[src/rtl/axis_msg_parser_p.sv]
// Length-prefixed AXI-Stream message parser with output backpressure and drain-to-tlast error recovery.
// Define AXIS_MSG_PARSER_STATS_EN to add the stat_msgs/stat_errs saturating counters.
module axis_msg_parser_p #(
   parameter int TDATA_WIDTH   = 64,
   parameter int MAX_MSG_BYTES = 32,
   parameter int MIN_MSG_BYTES = 8
) (
   input  logic                       clk,
   input  logic                       rst,
   input  logic                       s_tvalid,
   output logic                       s_tready,
   input  logic [TDATA_WIDTH-1:0]     s_tdata,
   input  logic [TDATA_WIDTH/8-1:0]   s_tkeep,
   input  logic                       s_tlast,
   input  logic                       s_tuser,
   output logic                       msg_valid,
   input  logic                       msg_ready,
   output logic [15:0]                msg_length,
   output logic [8*MAX_MSG_BYTES-1:0] msg_data,
   output logic                       msg_error
`ifdef AXIS_MSG_PARSER_STATS_EN
   ,
   output logic [31:0]                stat_msgs,
   output logic [31:0]                stat_errs
`endif
);

   localparam int NB = TDATA_WIDTH / 8;
   localparam int PW = $clog2(NB);
   localparam logic [15:0] MIN_L = 16'(MIN_MSG_BYTES);
   localparam logic [15:0] MAX_L = 16'(MAX_MSG_BYTES);
   localparam logic [PW:0] ONE_PC = 1;

   typedef enum logic [2:0] {CNT_LO, CNT_HI, LEN_LO, LEN_HI, PAYLOAD, EMIT, DRAIN} state_t;

   state_t                     state_q, state_d;
   logic                       rdy_q;
   logic                       buf_vld_q, buf_vld_d;
   logic [TDATA_WIDTH-1:0]     buf_data_q, buf_data_d;
   logic [PW-1:0]              buf_kmax_q, buf_kmax_d;
   logic                       buf_last_q, buf_last_d;
   logic                       buf_err_q, buf_err_d;
   logic [PW-1:0]              ptr_q, ptr_d;
   logic [7:0]                 lo_q, lo_d;
   logic [15:0]                rem_q, rem_d;
   logic [15:0]                len_q, len_d;
   logic [15:0]                idx_q, idx_d;
   logic                       ended_q, ended_d;
   logic [15:0]                msg_length_q, msg_length_d;
   logic [8*MAX_MSG_BYTES-1:0] msg_data_q, msg_data_d;
   logic                       err_q, err_d;

   logic       accept, keep_ok, last_byte, end_pkt;
   logic       consume, flush, bad, fin;
   logic [7:0] cur_byte;
   logic [15:0] word;
   logic [PW:0] pc, pc_m1;

   assign s_tready   = rdy_q && !buf_vld_q;
   assign accept     = s_tvalid && s_tready;
   assign msg_valid  = (state_q == EMIT);
   assign msg_length = msg_length_q;
   assign msg_data   = msg_data_q;
   assign msg_error  = err_q;

   assign keep_ok   = (s_tkeep != '0) && ((s_tkeep & (s_tkeep + NB'(1))) == '0);
   assign last_byte = (ptr_q == buf_kmax_q);
   assign end_pkt   = last_byte && buf_last_q;
   assign word      = {cur_byte, lo_q};
   assign pc_m1     = pc - ONE_PC;

   always_comb begin
      pc = '0;
      for (int unsigned i = 0; i < NB; i++) pc = pc + {{PW{1'b0}}, s_tkeep[i]};
      cur_byte = '0;
      for (int unsigned i = 0; i < NB; i++)
         if (ptr_q == PW'(i)) cur_byte = buf_data_q[8*i +: 8];
   end

   always_comb begin
      state_d      = state_q;
      buf_vld_d    = buf_vld_q;
      buf_data_d   = buf_data_q;
      buf_kmax_d   = buf_kmax_q;
      buf_last_d   = buf_last_q;
      buf_err_d    = buf_err_q;
      ptr_d        = ptr_q;
      lo_d         = lo_q;
      rem_d        = rem_q;
      len_d        = len_q;
      idx_d        = idx_q;
      ended_d      = ended_q;
      msg_length_d = msg_length_q;
      msg_data_d   = msg_data_q;
      err_d        = 1'b0;
      consume      = 1'b0;
      flush        = 1'b0;
      bad          = 1'b0;
      fin          = 1'b0;

      if (buf_vld_q) begin
         case (state_q)
            EMIT: ;
            DRAIN: begin
               flush = 1'b1;
               if (buf_last_q) state_d = CNT_LO;
            end
            default: begin
               if (buf_err_q) begin
                  flush   = 1'b1;
                  err_d   = 1'b1;
                  state_d = buf_last_q ? CNT_LO : DRAIN;
               end else begin
                  consume = 1'b1;
                  ended_d = end_pkt;
                  case (state_q)
                     CNT_LO: begin
                        lo_d    = cur_byte;
                        state_d = CNT_HI;
                     end
                     CNT_HI: begin
                        rem_d   = word;
                        bad     = (word == '0);
                        state_d = LEN_LO;
                     end
                     LEN_LO: begin
                        lo_d    = cur_byte;
                        state_d = LEN_HI;
                     end
                     LEN_HI: begin
                        len_d = word;
                        bad   = (word < MIN_L) || (word > MAX_L);
                        if (!bad) begin
                           msg_length_d = word;
                           msg_data_d   = '0;
                           idx_d        = '0;
                           if (word == '0) begin
                              state_d = EMIT;
                              fin     = (rem_q == 16'd1);
                           end else begin
                              state_d = PAYLOAD;
                           end
                        end
                     end
                     PAYLOAD: begin
                        for (int unsigned i = 0; i < MAX_MSG_BYTES; i++)
                           if (idx_q == 16'(i)) msg_data_d[8*i +: 8] = cur_byte;
                        idx_d = idx_q + 16'd1;
                        if (idx_q + 16'd1 == len_q) begin
                           state_d = EMIT;
                           fin     = (rem_q == 16'd1);
                        end
                     end
                     default: ;
                  endcase
                  // tlast is only legal on the final payload byte of the final record
                  if (bad || (end_pkt && !fin)) begin
                     err_d   = 1'b1;
                     state_d = end_pkt ? CNT_LO : DRAIN;
                  end
               end
            end
         endcase
      end

      if (consume) begin
         if (last_byte) buf_vld_d = 1'b0;
         else           ptr_d     = ptr_q + PW'(1);
      end
      if (flush) buf_vld_d = 1'b0;

      // Overrun shows up after the final message is handed over: the packet has not yet seen tlast
      if (state_q == EMIT && msg_ready) begin
         rem_d = rem_q - 16'd1;
         if (rem_q == 16'd1) begin
            if (ended_q) begin
               state_d = CNT_LO;
            end else begin
               err_d   = 1'b1;
               state_d = DRAIN;
            end
         end else begin
            state_d = LEN_LO;
         end
      end

      if (accept) begin
         buf_vld_d  = 1'b1;
         buf_data_d = s_tdata;
         buf_kmax_d = pc_m1[PW-1:0];
         buf_last_d = s_tlast;
         buf_err_d  = s_tuser || !keep_ok;
         ptr_d      = '0;
      end
   end

   always_ff @(posedge clk or negedge rst) begin
      if (!rst) begin
         state_q      <= CNT_LO;
         rdy_q        <= 1'b0;
         buf_vld_q    <= 1'b0;
         buf_data_q   <= '0;
         buf_kmax_q   <= '0;
         buf_last_q   <= 1'b0;
         buf_err_q    <= 1'b0;
         ptr_q        <= '0;
         lo_q         <= '0;
         rem_q        <= '0;
         len_q        <= '0;
         idx_q        <= '0;
         ended_q      <= 1'b0;
         msg_length_q <= '0;
         msg_data_q   <= '0;
         err_q        <= 1'b0;
      end else begin
         state_q      <= state_d;
         rdy_q        <= 1'b1;
         buf_vld_q    <= buf_vld_d;
         buf_data_q   <= buf_data_d;
         buf_kmax_q   <= buf_kmax_d;
         buf_last_q   <= buf_last_d;
         buf_err_q    <= buf_err_d;
         ptr_q        <= ptr_d;
         lo_q         <= lo_d;
         rem_q        <= rem_d;
         len_q        <= len_d;
         idx_q        <= idx_d;
         ended_q      <= ended_d;
         msg_length_q <= msg_length_d;
         msg_data_q   <= msg_data_d;
         err_q        <= err_d;
      end
   end

`ifdef AXIS_MSG_PARSER_STATS_EN
   logic [31:0] stat_msgs_q, stat_errs_q;

   assign stat_msgs = stat_msgs_q;
   assign stat_errs = stat_errs_q;

   always_ff @(posedge clk or negedge rst) begin
      if (!rst) begin
         stat_msgs_q <= '0;
         stat_errs_q <= '0;
      end else begin
         if (msg_valid && msg_ready && stat_msgs_q != '1) stat_msgs_q <= stat_msgs_q + 32'd1;
         if (err_q && stat_errs_q != '1) stat_errs_q <= stat_errs_q + 32'd1;
      end
   end
`endif

endmodule

[config.mk]
export PLATFORM = sky130hd
export DESIGN_NAME = axis_msg_parser_p
export DESIGN_NICKNAME = d
export VERILOG_FILES = /design/src/rtl/axis_msg_parser_p.sv
export SDC_FILE = /design/constraint.sdc
export NUM_CORES = 1
export LEC_CHECK = 0
export BUFFER_PORTS_ARGS = -buffer_cell sky130_fd_sc_hd__buf_2
export CORE_ASPECT_RATIO = 0.6
export CORE_MARGIN = 2
export CORE_UTILIZATION = 40
export CTS_CLUSTER_DIAMETER = 60
export DETAILED_ROUTE_END_ITERATION = 12
export MAX_ROUTING_LAYER = met4
export PLACE_DENSITY = 0.72
export SLEW_MARGIN = 15
export SYNTH_ARGS = -nofsm -noshare
export SYNTH_HDL_FRONTEND = slang
export SYNTH_SLANG_ARGS = --single-unit
[constraint.sdc]
create_clock -name clk -period 6.57 [get_ports clk]
set_input_delay 0.3285 -clock clk [delete_from_list [all_inputs] [get_ports clk]]
set_output_delay 0.3285 -clock clk [all_outputs]
set_load 0.02 [all_outputs]
==> run summary <==
The unique cell type count in the Yosys netlist is 78. Among all stages on the critical path, the largest delay is contributed by a2111oi_0. Summed over all layers, the global routing overflow is 0. Summing all placed instances gives a cell area of roughly 0.022 mm^2. Of all flip-flops after synthesis, the portion carrying an async set or reset was 100%. The arithmetic-cell share of the synthesized area counting full adders, half adders and majority gates came out at roughly 1.3%. The final critical delay including setup and external delays is 5.47 ns. The area of the die is about 0.050 mm^2.

The core outline area came out at ~0.048 mm^2. The leakage power summed over all cells is about 12 nW. The final number of setup-violating endpoints came out at 0. The ratio of cells with drive above 1 in the final layout is between 30% and 40%. In this run the core area contains 62 standard-cell rows.

The number of global-route vias before repair is about 14000. STA classifies the critical path endpoint as a flop. The total placed cells including tap cells came out at ~2500. The maximum clock path buffer count came out at 3. The max-capacitance violation count is 0. The synthesized-area fraction occupied by xor and xnor cells came out at less than 1%. During synthesis, Yosys emitted a total of 0 warnings. The met1 usage in global routing came out at between 30 and 40%. The H-tree level count came out at 2.

The final HPWL from detailed placement came out at around 39000 um. TritonCTS built the clock tree. Setup repair after global routing left no endpoint under its margin.

The signal on the critical path passes through inv_2, ha_1, or3_1, a21oi_1, a2111oi_0, o31a_1, and4_1, nand3_4, buf_4, a211oi_2, mux2_2. Relative to the synthesized area, the layout overhead comes to 23.3%. The portion of the clock cycle consumed by the worst path in the final layout came out at 83.3%.

In this run, synthesis inferred 0 flip-flops with an integrated enable. The clock reaches the later pin of the worst-skew pair after 0.58 ns. The data arrival time of the critical path came out at between 5 and 6 ns.

The number of input and output port buffers inserted is roughly 350. The final instance area is between 0.02 and 0.025 mm^2. The largest fanout on the critical path is 24. CTS placed an instance of clkbuf_16 at the clock tree root. The portion of netlist area occupied by mux cells came out at roughly a fifth. The largest net degree at the start of global routing is approximately 140. The final instance count without filler cells came out at 2641. For this configuration, the core starts out at a cell density of 40.5%. Clock-pin slew was measured on the worst setup and hold paths at 0.06 ns. The worst-margin pin slew came out at around 1.2 ns. The worst hold slack across all endpoints is 0.181 ns. In the routed design, unresolved DRC markers number 0. The number of gates resized after CTS was 0. The post-CTS repair timing setup buffer count came out at 0. In the final layout, the multi-input gates occupy 0.00866 mm^2.

The category of the critical setup timing path is reg2reg. The first-pass GRT wire length is around 88000 um. The class of the tightest hold or removal check is in2reg. At the end of the flow, the number of nets in the layout was between 2000 and 2500. The largest vdd supply drop is 0.169 mV. Among all flip-flop cells after synthesis, the most frequent one is dfrtp_1. The basic-gate share of the synthesized area counting and, or, nand and nor cells came out at 11.4%. The number of cells produced by synthesis is 1587. met2 is the most crowded layer. The flow ran to the end, and the final reports show no timing, DRC or antenna violations. Dividing the detail-routed wire length by the instance count gives 21.7 um. The mean number of vias per cell came out at 5.40. The number of antenna cells inserted is 0.

The required time of the critical path is between 7 and 8 ns. Cells fill ~50% of the core in the end. The count of pins over their slew limit is 0. The total standard cell area after synthesis is roughly 0.019 mm^2.

After routing, the total negative slack on setup checks comes to 0 ns. The combinational family with the most area after synthesis is multiplexers. The number of hold-slack violations in the final timing report was 0. The met2 usage came out at about 33%. The number of nets handed over by synthesis was approximately 1700.

The power per standard cell area is 279 mW/mm^2. The I/O pin total came out at 353. The iteration count of the initial detailed-routing pass came out at 5.

The fill cell total of the finished layout is 4094. The number of CTS-inserted buffers is 41. The final estimated routing congestion in global placement is around 0.93.

The sequential cell area in the final layout is between 0.01 and 0.015 mm^2. The sum of routed wire length over all layers came out at roughly 57000 um. The total global routing track utilization came out at 23.3%.

On the worst path, the slowest cell contributes a delay of between 0.8 and 0.9 ns. The iteration-0 DRC count of the detailed router is 1425. The remaining antenna violation count is 0. The met3 track demand over resource in global routing came out at under 10%.

From left edge to right edge, the die measures about 290 um. In this run the vertical extent of the chip is 175 um. The clock sink count came out at between 400 and 500. The worst clock skew is between 0.03 and 0.04 ns.

The sequential-to-total area share from yosys stat came out at a little over half. The relative slew slack came out at ~20%. The kind of start point of the critical path is a flop.

The highest attainable clock frequency is between 0.15 and 0.2 GHz. The post-synthesis average cell area came out at between 10 and 15 um^2. The compound-cell area share of the yosys netlist came out at 10.0%.

The via total after detailed routing is approximately 14000. The synthesized design contains 407 register bits. The number of antenna violations at the first check in global routing is 0.
state kept, by name, summed over array words and instances, names as in the netlist, 3 cells and up:
signal      cells
ptr_q           3
rem_q          16
idx_q          16
state_q         3
msg_length     16
len_q          16
lo_q            8
buf_kmax_q      3
buf_data_q     64
msg_data      256
repair_timing:
action                                  4_1_cts  5_1_grt
endpoints found under the hold margin       163        0
endpoints found under the setup margin        0        0
hold buffers                                 66        0
critical path: cells and delay by family, from the launching register on:
kind / cells / cell delay [ns]
flops: 1 / 0.59
compound gates: 4 / 2.15
fa+ha+maj: 1 / 0.52
mux: 1 / 0.41
buf+inv: 2 / 0.69
simple gates: 3 / 0.96
cells in the final DEF, fill, tap and decap left out, drive strengths merged, types with 16 or more instances in the layout:
cell type and n:
clkbuf 44, nor2b 17, a21oi 56, buf 372, nor3 25, a211oi 35, o21ai 58, dlygate4sd3 66
inv 54, dfrtp 407, a31oi 16, mux2 274, nand3 21, nand2 263, or3 16, nor2 58
cells by family (layout without fill, tap and decap cells):
logic type / count (synthesis) / count (layout)
flip-flops: 407 / 407
multiplexers: 281 / 281
adder cells (fa/ha/maj): 18 / 18
other: 1 / 1
AO/OA/AOI/OAI: 237 / 237
buffers and inverters: 146 / 560
AND/OR/NAND/NOR: 476 / 476
XOR/XNOR: 21 / 21
metrics by stage:
step,worst slack [ns],power [W]
final,1.10,0.00669
after floorplan,3.20,0.00361
after global placement,1.44,0.00405
after detailed placement,1.20,0.00408
after global routing,0.726,0.00697
after CTS,1.19,0.00672
Yosys cell counts, drive strengths merged (6+ instances only):
library cell | number | share of area (%)
and2 | 8 | 0.26
a211oi | 35 | 3.3
buf | 35 | 1.1
o22ai | 6 | 0.23
nand2 | 263 | 5.1
clkbuf | 65 | 1.3
a21oi | 56 | 1.5
xor2 | 8 | 0.36
or3 | 16 | 0.52
a221oi | 7 | 0.32
nand3b | 8 | 0.31
nand2b | 9 | 0.29
nor2 | 58 | 1.1
o311ai | 7 | 0.32
o21ai | 58 | 1.5
dfrtp | 407 | 52
mux2i | 7 | 0.36
nand3 | 21 | 0.57
a31oi | 16 | 0.52
nor4 | 13 | 0.56
o211ai | 10 | 0.39
nor3 | 25 | 0.64
inv | 46 | 0.89
nand4 | 9 | 0.32
xnor2 | 13 | 0.59
mux2 | 274 | 20
ha | 14 | 0.90
nor2b | 17 | 0.55
report_power, final:
group / internal (W) / switching, W
Combinational: 0.000404 / 0.000849
Clock: 0.00149 / 0.00111
Sequential: 0.00267 / 0.000173
Total: 0.00456 / 0.00213
final cells by class:
class	instances	share of cell area, %
inverter	46	0.721
clock inverter	32	1.88
sequential	407	42.6
multi-input combinational	1034	36.2
tap	640	3.35
clock buffer	44	4.42
timing repair buffer	438	10.9
per-layer routing:
layer | vias to the layer above | part of all wire (%)
met5 | - | 0
li1 | 6321 | -
met1 | 7314 | 46
met4 | 0 | 1.9
met3 | 91 | 7.8
met2 | 528 | 44
path summary, 6_finish.rpt:
| check | from | endpoint | slack (ns) | cells after the start |
|---|---|---|---|---|
| max reg2reg | ptr_q[2]$_DFFE_PN0P_ | msg_data[198]$_DFFE_PN0P_ | 1.10 | 11 |
| min | s_tkeep[6] | buf_err_q$_DFFE_PN0P_ | 0.18 | 3 |
| min reg2reg | buf_data_q[23]$_DFFE_PN0P_ | buf_data_q[23]$_DFFE_PN0P_ | 0.48 | 2 |
| min in group asynchronous | rst | msg_data[213]$_DFFE_PN0P_ | 0.40 | 2 |
| max in group asynchronous | rst | buf_kmax_q[1]$_DFFE_PN0P_ | 4.80 | 3 |
| max | ptr_q[2]$_DFFE_PN0P_ | msg_data[198]$_DFFE_PN0P_ | 1.10 | 11 |
Note: power is estimated with default switching activity, not from simulation.
